**config.mk**
```make
export PLATFORM = sky130hd
export DESIGN_NAME = fetch_sequencer
export DESIGN_NICKNAME = d
export VERILOG_FILES = /design/src/rtl/fetch_sequencer.sv
export SDC_FILE = /design/constraint.sdc
export NUM_CORES = 1
export LEC_CHECK = 0
export BUFFER_PORTS_ARGS = -buffer_cell sky130_fd_sc_hd__buf_2
export CAP_MARGIN = 20
export CORE_UTILIZATION = 56
export CTS_BUF_LIST = sky130_fd_sc_hd__clkbuf_8
export CTS_CLUSTER_SIZE = 16
export DETAILED_ROUTE_END_ITERATION = 16
export MAX_ROUTING_LAYER = met4
export PLACE_DENSITY = 0.88
export SETUP_SLACK_MARGIN = 0.15
export SLEW_MARGIN = 10
export SYNTH_ARGS = -nofsm -noshare
export SYNTH_HDL_FRONTEND = slang
export SYNTH_SLANG_ARGS = --single-unit
```
**constraint.sdc**
```tcl
create_clock -name clk -period 5.1 [get_ports clk]
set_input_delay 0.255 -clock clk [delete_from_list [all_inputs] [get_ports clk]]
set_output_delay 0.255 -clock clk [all_outputs]
set_load 0.02 [all_outputs]
```
**src/rtl/fetch_sequencer.sv**
```systemverilog
// Program counter / fetch stage: captures instruction words from memory, hands them to
// execute with a valid/ready handshake and applies branch, HALT and range-fault decisions.
module fetch_sequencer #(
    parameter int          PROG_DEPTH  = 128,
    parameter logic [3:0]  HALT_OPCODE = 4'b1110
) (
    input  logic        clk,
    input  logic        reset,
    input  logic        enable,
    input  logic [7:0]  programSelect,
    input  logic [15:0] instruction,
    input  logic        execReady,
    input  logic        branchTaken,
    input  logic [7:0]  branchTarget,
    output logic [7:0]  address,
    output logic [15:0] instrReg,
    output logic        instrValid,
    output logic        halted,
    output logic        fault,
    output logic [15:0] retiredCount
);

    localparam logic [1:0] FETCH = 2'd0;
    localparam logic [1:0] ISSUE = 2'd1;
    localparam logic [1:0] HALT  = 2'd2;

    localparam logic [8:0] PROG_LIMIT = 9'(PROG_DEPTH);

    logic [1:0]  stateReg, stateNext;
    logic [7:0]  addressReg, addressNext;
    logic [15:0] instrRegReg, instrRegNext;
    logic        haltedReg, haltedNext;
    logic        faultReg, faultNext;
    logic [15:0] countReg, countNext;
    logic [7:0]  prevSelReg;
    logic [15:0] countInc;
    logic [8:0]  nextPc;

    assign countInc = (countReg == 16'hFFFF) ? countReg : countReg + 16'd1;
    // 9-bit so that a fall-through from 8'hFF is caught as out of range instead of wrapping
    assign nextPc   = branchTaken ? {1'b0, branchTarget} : {1'b0, addressReg} + 9'd1;

    always_comb begin
        stateNext    = stateReg;
        addressNext  = addressReg;
        instrRegNext = instrRegReg;
        haltedNext   = haltedReg;
        faultNext    = faultReg;
        countNext    = countReg;

        if (programSelect != prevSelReg) begin
            stateNext    = FETCH;
            addressNext  = 8'd0;
            instrRegNext = 16'd0;
            haltedNext   = 1'b0;
            faultNext    = 1'b0;
            countNext    = 16'd0;
        end else begin
            case (stateReg)
                FETCH: begin
                    if (enable) begin
                        instrRegNext = instruction;
                        if (instruction[15:12] == HALT_OPCODE) begin
                            stateNext  = HALT;
                            haltedNext = 1'b1;
                            countNext  = countInc;
                        end else begin
                            stateNext = ISSUE;
                        end
                    end
                end
                ISSUE: begin
                    if (execReady) begin
                        countNext = countInc;
                        if (nextPc >= PROG_LIMIT) begin
                            stateNext  = HALT;
                            haltedNext = 1'b1;
                            faultNext  = 1'b1;
                        end else begin
                            addressNext = nextPc[7:0];
                            stateNext   = FETCH;
                        end
                    end
                end
                HALT: begin
                    stateNext = HALT;
                end
                default: begin
                    stateNext = FETCH;
                end
            endcase
        end
    end

    always_ff @(posedge clk) begin
        prevSelReg <= programSelect;
        if (reset) begin
            stateReg    <= FETCH;
            addressReg  <= 8'd0;
            instrRegReg <= 16'd0;
            haltedReg   <= 1'b0;
            faultReg    <= 1'b0;
            countReg    <= 16'd0;
        end else begin
            stateReg    <= stateNext;
            addressReg  <= addressNext;
            instrRegReg <= instrRegNext;
            haltedReg   <= haltedNext;
            faultReg    <= faultNext;
            countReg    <= countNext;
        end
    end

    assign address      = addressReg;
    assign instrReg     = instrRegReg;
    assign instrValid   = (stateReg == ISSUE);
    assign halted       = haltedReg;
    assign fault        = faultReg;
    assign retiredCount = countReg;

endmodule

```
==> impl_metrics.env, run 1 <==
export IMPL_path_class="reg2reg"
export IMPL_netSwitchingPower_uw=153
export IMPL_drtPass1Iterations=4
export IMPL_die_h_microns=66.8
export IMPL_wl_per_cell_microns=12.7
export IMPL_maxSlewViolCount=0
export IMPL_power_density_mw_per_mm2=261
export IMPL_synthesis_area_sq_mm=0.00235
export IMPL_synth_warnings=0
export IMPL_cts_sinks=52
export IMPL_setup_tns_ns=0
export IMPL_die_w_microns=66.8
export IMPL_cap_violations=0
export IMPL_clockPowerShare_pct=40.1
export IMPL_crit_fanout=11
export IMPL_drt_iter0_drc=163
export IMPL_rrSetupSlack_ns=2.85
export IMPL_synth_area_top_cells="dfxtp_1 44%, nand2_1 7.0%, xor2_1 6.7%"
export IMPL_yosys_area_top_type="dfxtp_1"
export IMPL_rr_endpoint="address[3]"
export IMPL_path_cells="ha_1, nand4b_1, o211a_1, nor3_2, a21oi_1, a2111oi_2"
export IMPL_cp_data_arrival_time_ns=2.46
export IMPL_overflow=0
export IMPL_initial_utilization_pct=58.4
export IMPL_grt_pass1_wl_microns=8060
export IMPL_hold_viol=0
export IMPL_timing_rr_start="address[0]"
export IMPL_yosysSeqAreaShare_pct=44.2
export IMPL_critPathSlowestCell="nor3_2"
export IMPL_fin_crit_ns=2.25
export IMPL_rows=23
export IMPL_ctsHoldBuffers=0
export IMPL_min_to="prevSelReg[1]"
export IMPL_dp_slack_ns=2.91
export IMPL_cp_startpoint="address[0]"
export IMPL_cts_root_buf="clkbuf_8"
export IMPL_multiInputGateArea_sq_mm=0.00123
export IMPL_pwr_share_comb_pct=5.4
export IMPL_drt_wl_total_microns=5100
export IMPL_timing_fmax_mhz=444
export IMPL_setup_worst_path_end_class="flip-flop"
export IMPL_grt_util_all_layers_pct=24.3
export IMPL_hold_worst_slack_ns=0.0731
export IMPL_power_share_switching_pct=20.3
export IMPL_finalPower_uw=754
export IMPL_post_route_period_util_pct=44.1
export IMPL_cts_tree="built"
export IMPL_min_from="programSelect[1]"
export IMPL_ys_ff_latch=52
export IMPL_hold_class="in2reg"
export IMPL_crit_required_ns=5.31
export IMPL_critPathBufInv=0
export IMPL_worst_slack_ns=2.85
export IMPL_setup_violations=0
export IMPL_cts_resized=0
export IMPL_clk_path_buf_depth=2
export IMPL_synthArstFlopShare_pct=0
export IMPL_slew_headroom_pct=39.5
export IMPL_hold_depth=1
export IMPL_synth_most_common_cell="dfxtp_1"
export IMPL_antenna_cells=0
export IMPL_vias_per_cell=5.44
export IMPL_synth_flop_cell="dfxtp_1"
export IMPL_setup_worst_path_start_class="flip-flop"
export IMPL_fill_cells=353
export IMPL_grt_pass1_vias=1893
export IMPL_p_int_uw=601
export IMPL_vdd_ir_drop_max_mv=0.190
export IMPL_ys_types=48
export IMPL_dp_hpwl_microns=3600
export IMPL_syn_nets=316
export IMPL_rsz0062_at_grt="no"
export IMPL_cts_htree_levels=2
export IMPL_coreArea_sq_mm=0.00403
export IMPL_final_seq_area_sq_mm=0.00104
export IMPL_crit_family="simple AND/OR/NAND/NOR gates"
export IMPL_synthTopCellsByCount="52 x dfxtp_1, 44 x nand2_1, 25 x a21oi_1, 25 x nor2_1, 18 x xor2_1"
export IMPL_drc=0
export IMPL_antenna_found_initial=0
export IMPL_grt_max_degree=44
export IMPL_avgSynthCellArea_sq_um=8.50
export IMPL_ant_nets=0
export IMPL_num_vias=2191
export IMPL_synth_top_area_share_pct=44.2
export IMPL_fin_nets=391
export IMPL_io_buffers=79
export IMPL_clock_latency_ns=0.31
export IMPL_boundaryPins=80
export IMPL_post_cts_setup_buffers=0
export IMPL_drive_gt1_share_pct=26.3
export IMPL_gp_congestion=0.900
export IMPL_max_stage_delay_ns=0.56
export IMPL_cts_buffers=5
export IMPL_area_delta_synth_final_pct=22.9
export IMPL_clkTransAtPathRegs_ns=0.09
export IMPL_seq_power_share_pct=54.5
export IMPL_synth_edf_count=0
export IMPL_status="completed"
export IMPL_reg2reg_depth=6
export IMPL_worst_pin_slew_ns=0.902
export IMPL_power_leakage_nw=1.28
export IMPL_synth_cells=277
export IMPL_dieArea_sq_mm=0.00447
export IMPL_finClkSkew_ns=0.00733
power groups by stage:
stage               combinational [mW]  sequential (mW)  clock (mW)
global placement                0.0401            0.420           0
CTS                             0.0414            0.411       0.308
global route                    0.0458            0.411       0.324
floorplan                       0.0217            0.420           0
finish                          0.0410            0.411       0.302
detailed placement              0.0411            0.420           0
worst register-to-register path, stage by stage, from the launching register on:
cell and delay (ns):
dfxtp_1 0.37, ha_1 0.26, nand4b_1 0.21, o211a_1 0.26, nor3_2 0.56, a21oi_1 0.17, a2111oi_2 0.34
routing by layer:
metal,vias to the layer above,track usage (%),part of all wire [%]
met5,-,-,0
met4,0,6.65,0.86
met3,5,6.16,4.8
met2,64,40.7,48
met1,991,28.8,46
li1,1131,-,-
state kept, by name, summed over array words and instances (netlist names):
name / flops
stateReg: 2
prevSelReg: 8
retiredCount: 16
instrReg: 16
address: 8
halted: 1
fault: 1
final cells by class:
type	instances	share of cell area, %
multi-input combinational	205	42.5
sequential	52	36.0
timing repair buffer	80	13.9
clock buffer	7	3.33
tap	50	2.16
clock inverter	1	1.04
inverter	8	1.04
cell usage in the layout (no fill, tap or decap), drive strengths merged, types with 2 or more instances in the layout:
cell type | synthesis | final
and3 | 4 | 4
clkbuf | 8 | 7
a21oi | 25 | 25
and4b | 2 | 2
nor2 | 25 | 25
inv | 8 | 8
nand3 | 8 | 8
dfxtp | 52 | 52
o22ai | 2 | 2
o21a | 2 | 2
o21ai | 7 | 7
and4 | 2 | 2
nand3b | 3 | 3
nor4 | 3 | 3
buf | 4 | 80
or3 | 2 | 2
o211ai | 3 | 3
nand4 | 11 | 11
a211oi | 6 | 6
nor2b | 2 | 2
o21ba | 3 | 3
ha | 2 | 2
o31ai | 2 | 2
xor2 | 18 | 18
nor3 | 7 | 7
nand2 | 44 | 44
and2 | 2 | 2
o211a | 2 | 2
mux2i | 2 | 2
nand4b | 4 | 4
worst max-delay path by stage:
stage | end | slack [ns] | depth (start not counted)
final | address[3] | 2.85 | 6
after global routing | address[3] | 2.71 | 6
after CTS | address[3] | 2.87 | 6
after detailed placement | address[3] | 2.91 | 6
after global placement | address[3] | 2.97 | 6
after floorplan | address[0] | 3.30 | 7
stage by stage:
| stage | area [sq um] | util, % | std cells |
|---|---|---|---|
| floorplan | 2350 | - | 277 |
| global placement | 2770 | 68.6 | 395 |
| detailed placement | 2770 | 68.6 | 395 |
| CTS | 2890 | 71.8 | 403 |
| global route | 2890 | 71.8 | 403 |
| finish | 2890 | 71.8 | 403 |
kinds of logic (layout without fill, tap and decap cells):
logic type	after synthesis	count (layout)	share of synthesized area [%]
AO/OA/AOI/OAI	61	61	17.5
XOR/XNOR	19	19	7.07
adder cells (fa/ha/maj)	2	2	1.06
buffers and inverters	20	96	3.77
flip-flops	52	52	44.2
multiplexers	2	2	0.851
AND/OR/NAND/NOR	121	121	25.5
Note: power is estimated with default switching activity, not from simulation.
==> run 2, diff against run 1 <==
CORE_UTILIZATION = 47   (was 56)
PLACE_DENSITY = 0.78   (was 0.88)
clock period = 2.05 ns   (was 5.1 ns; I/O delays follow)
==> impl_metrics.env, run 2 (synthesized netlist as in run 1, its figures left out) <==
export IMPL_die_w_microns=72.8
export IMPL_mostFrequentLayoutCells="79 x buf_2, 51 x dfxtp_1, 44 x nand2_1"
export IMPL_overflow=0
export IMPL_grt_pass1_wl_microns=8680
export IMPL_setup_worst_path_start_class="flip-flop"
export IMPL_cts_tree="built"
export IMPL_dp_slack_ns=0.247
export IMPL_io_buffers=79
export IMPL_clock_latency_ns=0.30
export IMPL_setup_violations=0
export IMPL_ant_nets=0
export IMPL_hold_viol=0
export IMPL_rows=25
export IMPL_vdd_ir_drop_max_mv=0.484
export IMPL_hold_worst_slack_ns=0.0199
export IMPL_crit_required_ns=2.26
export IMPL_dieArea_sq_mm=0.00529
export IMPL_wl_per_cell_microns=12.4
export IMPL_power_leakage_nw=1.37
export IMPL_rsz0062_at_grt="no"
export IMPL_clkTransAtPathRegs_ns=0.10
export IMPL_cp_data_arrival_time_ns=1.98
export IMPL_post_route_cell_area_sq_mm=0.00311
export IMPL_maxSlewViolCount=0
export IMPL_path_class="reg2reg"
export IMPL_cts_sinks=52
export IMPL_grt_pass1_vias=2024
export IMPL_vias_per_cell=5.20
export IMPL_fin_crit_ns=1.76
export IMPL_status="completed"
export IMPL_drtPass1Iterations=5
export IMPL_antenna_found_initial=0
export IMPL_boundaryPins=80
export IMPL_antenna_cells=0
export IMPL_power_density_mw_per_mm2=599
export IMPL_dp_hpwl_microns=3800
export IMPL_initial_utilization_pct=49.2
export IMPL_crit_fanout=5
export IMPL_timing_fmax_mhz=568
export IMPL_post_route_period_util_pct=85.9
export IMPL_area_delta_synth_final_pct=32.0
export IMPL_grt_max_degree=24
export IMPL_drc=0
export IMPL_cts_buffers=5
export IMPL_drt_iter0_drc=133
export IMPL_drive_gt1_share_pct=29.0
export IMPL_cap_violations=0
export IMPL_grt_util_all_layers_pct=21.5
export IMPL_setup_tns_ns=0
export IMPL_hold_class="in2reg"
export IMPL_slew_headroom_pct=62.2
export IMPL_drt_wl_total_microns=5480
export IMPL_cts_root_buf="clkbuf_8"
export IMPL_setup_worst_path_end_class="flip-flop"
export IMPL_clk_path_buf_depth=2
export IMPL_final_common_cell="buf_2"
export IMPL_cts_htree_levels=2
export IMPL_num_vias=2287
export IMPL_worst_slack_ns=0.288
export IMPL_finClkSkew_ns=0.0121
export IMPL_placed_area_sq_mm=0.00284
export IMPL_worst_pin_slew_ns=0.562
export IMPL_gp_congestion=0.814
export IMPL_coreArea_sq_mm=0.00479
export IMPL_die_h_microns=72.8
export IMPL_fin_nets=411
==> run 2: cell type report <==
type | instances | area (sq um)
multi-input combinational | 205 | 1250
clock inverter | 3 | 47.5
inverter | 8 | 30.0
clock buffer | 5 | 68.8
timing repair buffer | 100 | 586
tap | 67 | 83.8
sequential | 52 | 1040
fill | 411 | 1680
==> run 2: stage by stage <==
| stage | utilization (%) | cells | power, mW |
|---|---|---|---|
| after detailed placement | 59.3 | 419 | 1.15 |
| final | 64.9 | 440 | 1.86 |
| after floorplan | - | 277 | 1.10 |
| after global routing | 64.9 | 440 | 1.95 |
| after CTS | 63.4 | 435 | 1.88 |
| after global placement | 59.3 | 419 | 1.15 |
==> run 2: critical path: stages, from the launching register on <==
cell and delay [ns]:
dfxtp_1 0.36, ha_1 0.23, nand4b_1 0.21, o211a_1 0.28, nor3_4 0.15, buf_4 0.15, a21oi_1 0.06, a311oi_1 0.23
==> run 2: worst paths after layout <==
check	cells past startpoint	startpoint	slack [ns]	to
worst min register to register	2	instrReg[12]	0.46	instrReg[12]
worst max register to register	7	address[1]	0.29	address[0]
worst min-delay path	3	instruction[3]	0.02	instrReg[3]
worst max-delay path	7	address[1]	0.29	address[0]
==> run 2: metal layers <==
metal	up-vias	track usage, %	part of all wire, %
met3	2	5.11	5.0
met4	0	7.84	0.40
met2	60	35.1	48
met5	-	-	0
met1	1056	25.9	46
li1	1169	-	-
==> run 2: timing repair <==
action / CTS / global route
setup endpoints to repair: 0 / 9
hold buffers: 8 / 0
gates resized for setup: 0 / 4
hold endpoints to repair: 8 / 0
buffers inserted: 0 / 5
==> run 2: where the power goes <==
group	internal, mW	switching (mW)
clock	0.368	0.348
sequential	1.02	0.00377
combinational	0.0599	0.0624
